===== src/rtl/seq_det_stim_ctrl.sv =====
// Stimulus controller for a serial Mealy sequence detector.
// Pulses the detector reset, shifts a pattern LSB-first and tallies hits.
module seq_det_stim_ctrl #(
  parameter int DATA_W = 20,
  parameter int CNT_W  = 5
) (
  input  logic              clock,
  input  logic              reset,
  input  logic              start,
  input  logic              abort,
  input  logic [DATA_W-1:0] data_in,
  input  logic              y_in,
  output logic              dut_reset,
  output logic              x_out,
  output logic              busy,
  output logic              done,
  output logic              aborted,
  output logic [CNT_W-1:0]  hit_count,
  output logic [CNT_W-1:0]  first_hit_idx,
  output logic [CNT_W-1:0]  bit_cnt
);

  localparam logic [1:0] ST_IDLE  = 2'd0;
  localparam logic [1:0] ST_RST   = 2'd1;
  localparam logic [1:0] ST_SHIFT = 2'd2;
  localparam logic [1:0] ST_DONE  = 2'd3;

  localparam logic [CNT_W-1:0] CNT_ONES = '1;
  localparam logic [CNT_W-1:0] CNT_ONE  = CNT_W'(1);
  localparam logic [CNT_W-1:0] LAST_IDX = CNT_W'(DATA_W - 1);

  logic [1:0]        state_q, state_d;
  logic [DATA_W-1:0] shift_q, shift_d;
  logic              dut_reset_q, dut_reset_d;
  logic              x_out_q, x_out_d;
  logic              busy_q, busy_d;
  logic              done_q, done_d;
  logic              aborted_q, aborted_d;
  logic [CNT_W-1:0]  hit_count_q, hit_count_d;
  logic [CNT_W-1:0]  first_hit_q, first_hit_d;
  logic [CNT_W-1:0]  bit_cnt_q, bit_cnt_d;

  // shift_q holds data >> k during SHIFT cycle k, so bit 1 is the next bit to present.
  always_comb begin
    state_d     = state_q;
    shift_d     = shift_q;
    x_out_d     = 1'b0;
    aborted_d   = aborted_q;
    hit_count_d = hit_count_q;
    first_hit_d = first_hit_q;
    bit_cnt_d   = bit_cnt_q;

    case (state_q)
      ST_IDLE: begin
        if (start) begin
          shift_d     = data_in;
          hit_count_d = '0;
          bit_cnt_d   = '0;
          aborted_d   = 1'b0;
          first_hit_d = CNT_ONES;
          state_d     = ST_RST;
        end
      end
      ST_RST: begin
        x_out_d = shift_q[0];
        state_d = ST_SHIFT;
      end
      ST_SHIFT: begin
        if (y_in) begin
          if (hit_count_q != CNT_ONES) begin
            hit_count_d = hit_count_q + CNT_ONE;
          end
          if (hit_count_q == '0) begin
            first_hit_d = bit_cnt_q;
          end
        end
        bit_cnt_d = bit_cnt_q + CNT_ONE;
        shift_d   = shift_q >> 1;
        if (abort) begin
          aborted_d = 1'b1;
          state_d   = ST_DONE;
        end else if (bit_cnt_q == LAST_IDX) begin
          state_d = ST_DONE;
        end else begin
          x_out_d = shift_q[1];
        end
      end
      ST_DONE: begin
        state_d = ST_IDLE;
      end
      default: begin
        state_d = ST_IDLE;
      end
    endcase

    dut_reset_d = (state_d == ST_RST);
    busy_d      = (state_d == ST_RST) || (state_d == ST_SHIFT);
    done_d      = (state_d == ST_DONE);
  end

  always_ff @(posedge clock or posedge reset) begin
    if (reset) begin
      state_q     <= ST_IDLE;
      shift_q     <= '0;
      dut_reset_q <= 1'b0;
      x_out_q     <= 1'b0;
      busy_q      <= 1'b0;
      done_q      <= 1'b0;
      aborted_q   <= 1'b0;
      hit_count_q <= '0;
      first_hit_q <= CNT_ONES;
      bit_cnt_q   <= '0;
    end else begin
      state_q     <= state_d;
      shift_q     <= shift_d;
      dut_reset_q <= dut_reset_d;
      x_out_q     <= x_out_d;
      busy_q      <= busy_d;
      done_q      <= done_d;
      aborted_q   <= aborted_d;
      hit_count_q <= hit_count_d;
      first_hit_q <= first_hit_d;
      bit_cnt_q   <= bit_cnt_d;
    end
  end

  assign dut_reset     = dut_reset_q;
  assign x_out         = x_out_q;
  assign busy          = busy_q;
  assign done          = done_q;
  assign aborted       = aborted_q;
  assign hit_count     = hit_count_q;
  assign first_hit_idx = first_hit_q;
  assign bit_cnt       = bit_cnt_q;

endmodule


===== config.mk =====
export PLATFORM = sky130hd
export DESIGN_NAME = seq_det_stim_ctrl
export DESIGN_NICKNAME = d
export VERILOG_FILES = /design/src/rtl/seq_det_stim_ctrl.sv
export SDC_FILE = /design/constraint.sdc
export NUM_CORES = 1
export LEC_CHECK = 0
export CAP_MARGIN = 20
export CORE_MARGIN = 10
export CORE_UTILIZATION = 30
export CTS_CLUSTER_SIZE = 30
export DETAILED_ROUTE_END_ITERATION = 10
export PLACE_DENSITY_LB_ADDON = 0.1
export SLEW_MARGIN = 20
export SYNTH_ARGS = -nofsm -noshare
export SYNTH_HDL_FRONTEND = slang
export SYNTH_SLANG_ARGS = --single-unit

===== constraint.sdc =====
create_clock -name clock -period 3.4 [get_ports clock]
set_input_delay 0.68 -clock clock [delete_from_list [all_inputs] [get_ports clock]]
set_output_delay 0.68 -clock clock [all_outputs]
set_load 0.05 [all_outputs]

# After elaboration in Yosys (flattened, before gate mapping)
# Cells that the tools add are included.
# totals
register_bits,42
out_inout_bits,20
# op_classes
addsub,2
n_eq_ne,13
muxes,21
reduce_logical,8
# op_table
cell,count
20-bit one-hot mux with 2 select lines,1
5-bit two-way mux,6
5-bit one-hot mux with 2 select lines,3
20-bit two-way mux,1
5-bit by 1-bit adder with 5-bit output (second input constant),2
2-bit inequality test (second input constant),5
2-bit equality test (second input constant),4
2-bit one-hot mux with 4 select lines,1
4-bit AND reduction,2
2-bit two-way mux,3
5-bit equality test (second input constant),1
5-bit zero test,1
5-bit inequality test (second input constant),1
2-bit by 1-bit equality test with 1-bit output (second input constant),2
1-bit two-way mux,4
1-bit one-hot mux with 2 select lines,2
3-bit AND reduction,1
2-bit zero test,1
2-bit AND reduction,1
2-bit nonzero test,1
1-bit logical OR,1

# Depth between registers and ports, before layout
# depth
ltp_word,6
depth_mapped,9
mapped_depth_nobuf,7

# Worst setup path before layout
# Ideal clock, no wire load.
# synth_timing
path_kind,flip-flop to flip-flop
from,"reg hit_count_q[0], in the netlist hit_count[0]"
to,"reg hit_count_q[3], in the netlist hit_count[3]"
setup_ns,0.087
arrival_ns,1.793
required_ns,3.313
path_slack_ns,1.521
path_stages_with_launch,7
synth_period_minus_slack_ns,1.879
path_cell_list,dfrtp_1 ha_1 and3_1 ha_1 nand2b_1 or2_2 o211ai_1
# synth_via
elab_chain_cells,4
elab_cells_between_ends,7
classes_between,add/sub (1); eq/ne (2); mux (3); reduce/logical (1)
# synth_lines
item,line_no,source
start: declaration,39,"logic [CNT_W-1:0] hit_count_q, hit_count_d;"
start signal: assignment,121,hit_count_q <= hit_count_d;
5-bit by 1-bit adder with 5-bit output,71,hit_count_d = hit_count_q + CNT_ONE;
5-bit two-way mux,70,if (hit_count_q != CNT_ONES) begin
5-bit two-way mux,69,if (y_in) begin
5-bit one-hot mux with 2 select lines,53,case (state_q)
# Several ways; a longest one is shown, not always the timed one. The select of a mux whose other input is x is not followed.
# A chain may end at the register's enable or synchronous reset.

# Worst setup path after layout
# layout_timing
from,"reg bit_cnt_q[2], in the netlist bit_cnt[2]"
to,out bit_cnt[2]
# layout_rtl
item,line_no,source
start: declaration,41,"logic [CNT_W-1:0] bit_cnt_q, bit_cnt_d;"
start signal: assignment,123,bit_cnt_q <= bit_cnt_d;
end: declaration,20,output logic [CNT_W-1:0] bit_cnt
# No word-level cell between the ends.

==> results.json <==
{
  "synth.largest_area_cell": "dfrtp_1",
  "leakage_nw": 1.21,
  "first_pass_iters": 4,
  "diodes": 0,
  "die_height_um": 106,
  "slew_violations": 0,
  "crit_fanout": 8,
  "relSlewSlack": 0.548,
  "required_ns": 2.72,
  "power_density_mw_per_mm2": 915,
  "grt_max_degree": 44,
  "synth_fp_nets": 260,
  "whs_path_depth": 2,
  "std_cell_rows": 31,
  "yosys.area.top_type_share": 0.416,
  "setup_viol": 0,
  "cp.depth": 1,
  "drive_above_1_share": 0.0778,
  "cp.arrival_ns": 1.65,
  "htree_num_levels": 2,
  "start_kind": "flop",
  "syn2layout_area_growth_pct": 27.5,
  "core_area_mm2": 0.00721,
  "synth-seq-cells": 42,
  "critical-path-top-delay-family": "buffers and inverters",
  "grt_use_total": 0.0972,
  "synth_common_cells": "dfrtp_1, nand2_1, o21ai_0",
  "synth_cell_types": 38,
  "crit_path_end_kind": "output port",
  "root_buffer": "clkbuf_8",
  "finalSetupTns_ns": 0,
  "vias_per_cell": 4.67,
  "ir_drop_mv": 0.221,
  "period_share": 0.686,
  "cts_max_path_buffers": 2,
  "path_clk_slew_ns": 0.09,
  "fp.dieW_um": 106,
  "hold_slack_ns": 0.483,
  "pwr-share-seq": 0.337,
  "worstMarginPinSlew_ns": 0.678,
  "finClkSkew_ns": 0.00729,
  "start_util": 0.309,
  "pin_count": 45,
  "io_buffers": 44,
  "netlist_area_mm2": 0.00223,
  "yosys-mux-area-fraction": 0.101,
  "routed_wl_um": 5210,
  "synth_edf_count": 0,
  "place.gp.congestion": 0.707,
  "synth_xor_area_frac": 0,
  "power_switching_mw": 1.16,
  "maxCapViolations": 0,
  "grt_pass1_wl_um": 9130,
  "ant_nets": 0,
  "post_cts.repair.setup_buffers": 0,
  "grt_pass1_vias": 1844,
  "finish.net_count": 302,
  "cts_tree": "done",
  "synth_area_per_cell_um2": 9.81,
  "synth_ff_type": "dfrtp_1",
  "yosys-top-cells-area": "dfrtp_1, mux2i_1, dfstp_2",
  "fmax_mhz": 429,
  "hold_viol": 0,
  "grt-ovfl-total": 0,
  "crit_slowest_cell": "clkdlybuf4s50_1",
  "postSynth.asyncResetShare": 1.00,
  "fin_util": 0.393,
  "crit_type": "flop to output port",
  "synth_compound_area_frac": 0.123,
  "outcome": "complete, no violations",
  "drtIter0Drc": 47,
  "p_int_mw": 1.43,
  "routedWlPerCell_um": 14.1,
  "slowest_delay_ns": 0.86,
  "antenna_found_initial": 0,
  "min_period_ns": 2.33,
  "dpl.hpwl_um": 3590,
  "drc_errors": 0,
  "clockPowerShare": 0.153,
  "fp.dieArea_mm2": 0.0113,
  "ctsResizeCount": 0,
  "switching_share": 0.447,
  "yosysMostFrequentCell": "dfrtp_1",
  "vias": 1724,
  "rsz0062_at_grt": "false",
  "worstSkewPairLatency_ns": 0.30,
  "yosysSeqAreaShare": 0.475,
  "cts_hold_buffers": 0,
  "finalPower_mw": 2.60,
  "hp-class": "flop to flop",
  "numCtsBuffers": 5,
  "path_buf_inv": 1,
  "yosysWarnings": 0,
  "syn_inst": 227,
  "synthSimpleGateAreaFrac": 0.203,
  "synth_top_family_by_area": "simple AND/OR/NAND/NOR gates",
  "yosys.area_share.adder": 0.0450,
  "rr_worst_depth": 6,
  "crit_chain": "clkdlybuf4s50_1",
  "power.combinational.fraction": 0.511,
  "cts.sinks": 42
}
-- power by group through the flow --
stage	Sequential, mW	Combinational [mW]	Clock [mW]
5_1_grt	0.911	1.48	0.441
2_1_floorplan	1.13	0.774	0
3_3_place_gp	0.885	1.33	0
3_5_place_dp	0.885	1.34	0
6_report	0.874	1.33	0.396
4_1_cts	0.879	1.35	0.411
-- placed cells by master, fill, tap and decap left out, types with 3 or more instances in the layout --
| master | instances |
|---|---|
| a21oi_1 | 11 |
| buf_4 | 3 |
| clkbuf_8 | 5 |
| clkdlybuf4s50_1 | 44 |
| dfrtp_1 | 37 |
| dfstp_2 | 5 |
| ha_1 | 7 |
| inv_1 | 9 |
| mux2i_1 | 19 |
| nand2_1 | 29 |
| nand2b_1 | 11 |
| nand3_1 | 8 |
| nand3b_1 | 3 |
| nor2_1 | 11 |
| nor2b_1 | 4 |
| nor3_1 | 6 |
| nor4_1 | 5 |
| o21ai_0 | 21 |
| o22ai_1 | 5 |
-- final cells by class --
| cell class | count | area, um2 |
|---|---|---|
| flip-flops and latches | 42 | 1060 |
| clock inverters | 3 | 40.0 |
| fillers | 772 | 4380 |
| inverters | 9 | 33.8 |
| repair buffers | 47 | 463 |
| well taps | 99 | 124 |
| clock buffers | 5 | 68.8 |
| multi-input cells | 164 | 1050 |
-- layer usage --
metal	wire length, um	vias to the layer above	track usage
li1	-	877	-
met1	2540	806	0.121
met2	2340	35	0.155
met3	271	6	0.0344
met4	60	0	0.0290
met5	0	-	0
-- sequential cells by signal, indices dropped and copies added, names as in the netlist, 2 cells and up --
register / flops
bit_cnt: 5
hit_count: 5
first_hit_idx: 5
state_q: 2
shift_q: 20
-- through the flow --
stage                     cells  worst slack (ns)  cell area [um2]
after detailed placement    361             0.924             2730
after global routing        369             0.910             2840
final                       369              1.07             2840
after floorplan             227              1.52             2230
after CTS                   369              1.05             2840
after global placement      361             0.945             2730
-- cell families (layout without fill, tap and decap cells) --
group,after synthesis,count (layout)
buffers and inverters,21,64
adders and majority gates,8,8
DFF,42,42
AOI/OAI and AO/OA,47,47
muxes,21,21
and+or+nand+nor,88,88
-- worst paths after layout --
check	start	end	slack (ns)
max	bit_cnt[2]	bit_cnt[2]	1.07
min	shift_q[8]	shift_q[8]	0.48
max reg2reg	state_q[0]	bit_cnt[2]	1.15
min reg2reg	shift_q[8]	shift_q[8]	0.48
max in group asynchronous	reset	first_hit_idx[1]	2.20
min in group asynchronous	reset	shift_q[15]	0.82
(Power assumes the default switching activity.)
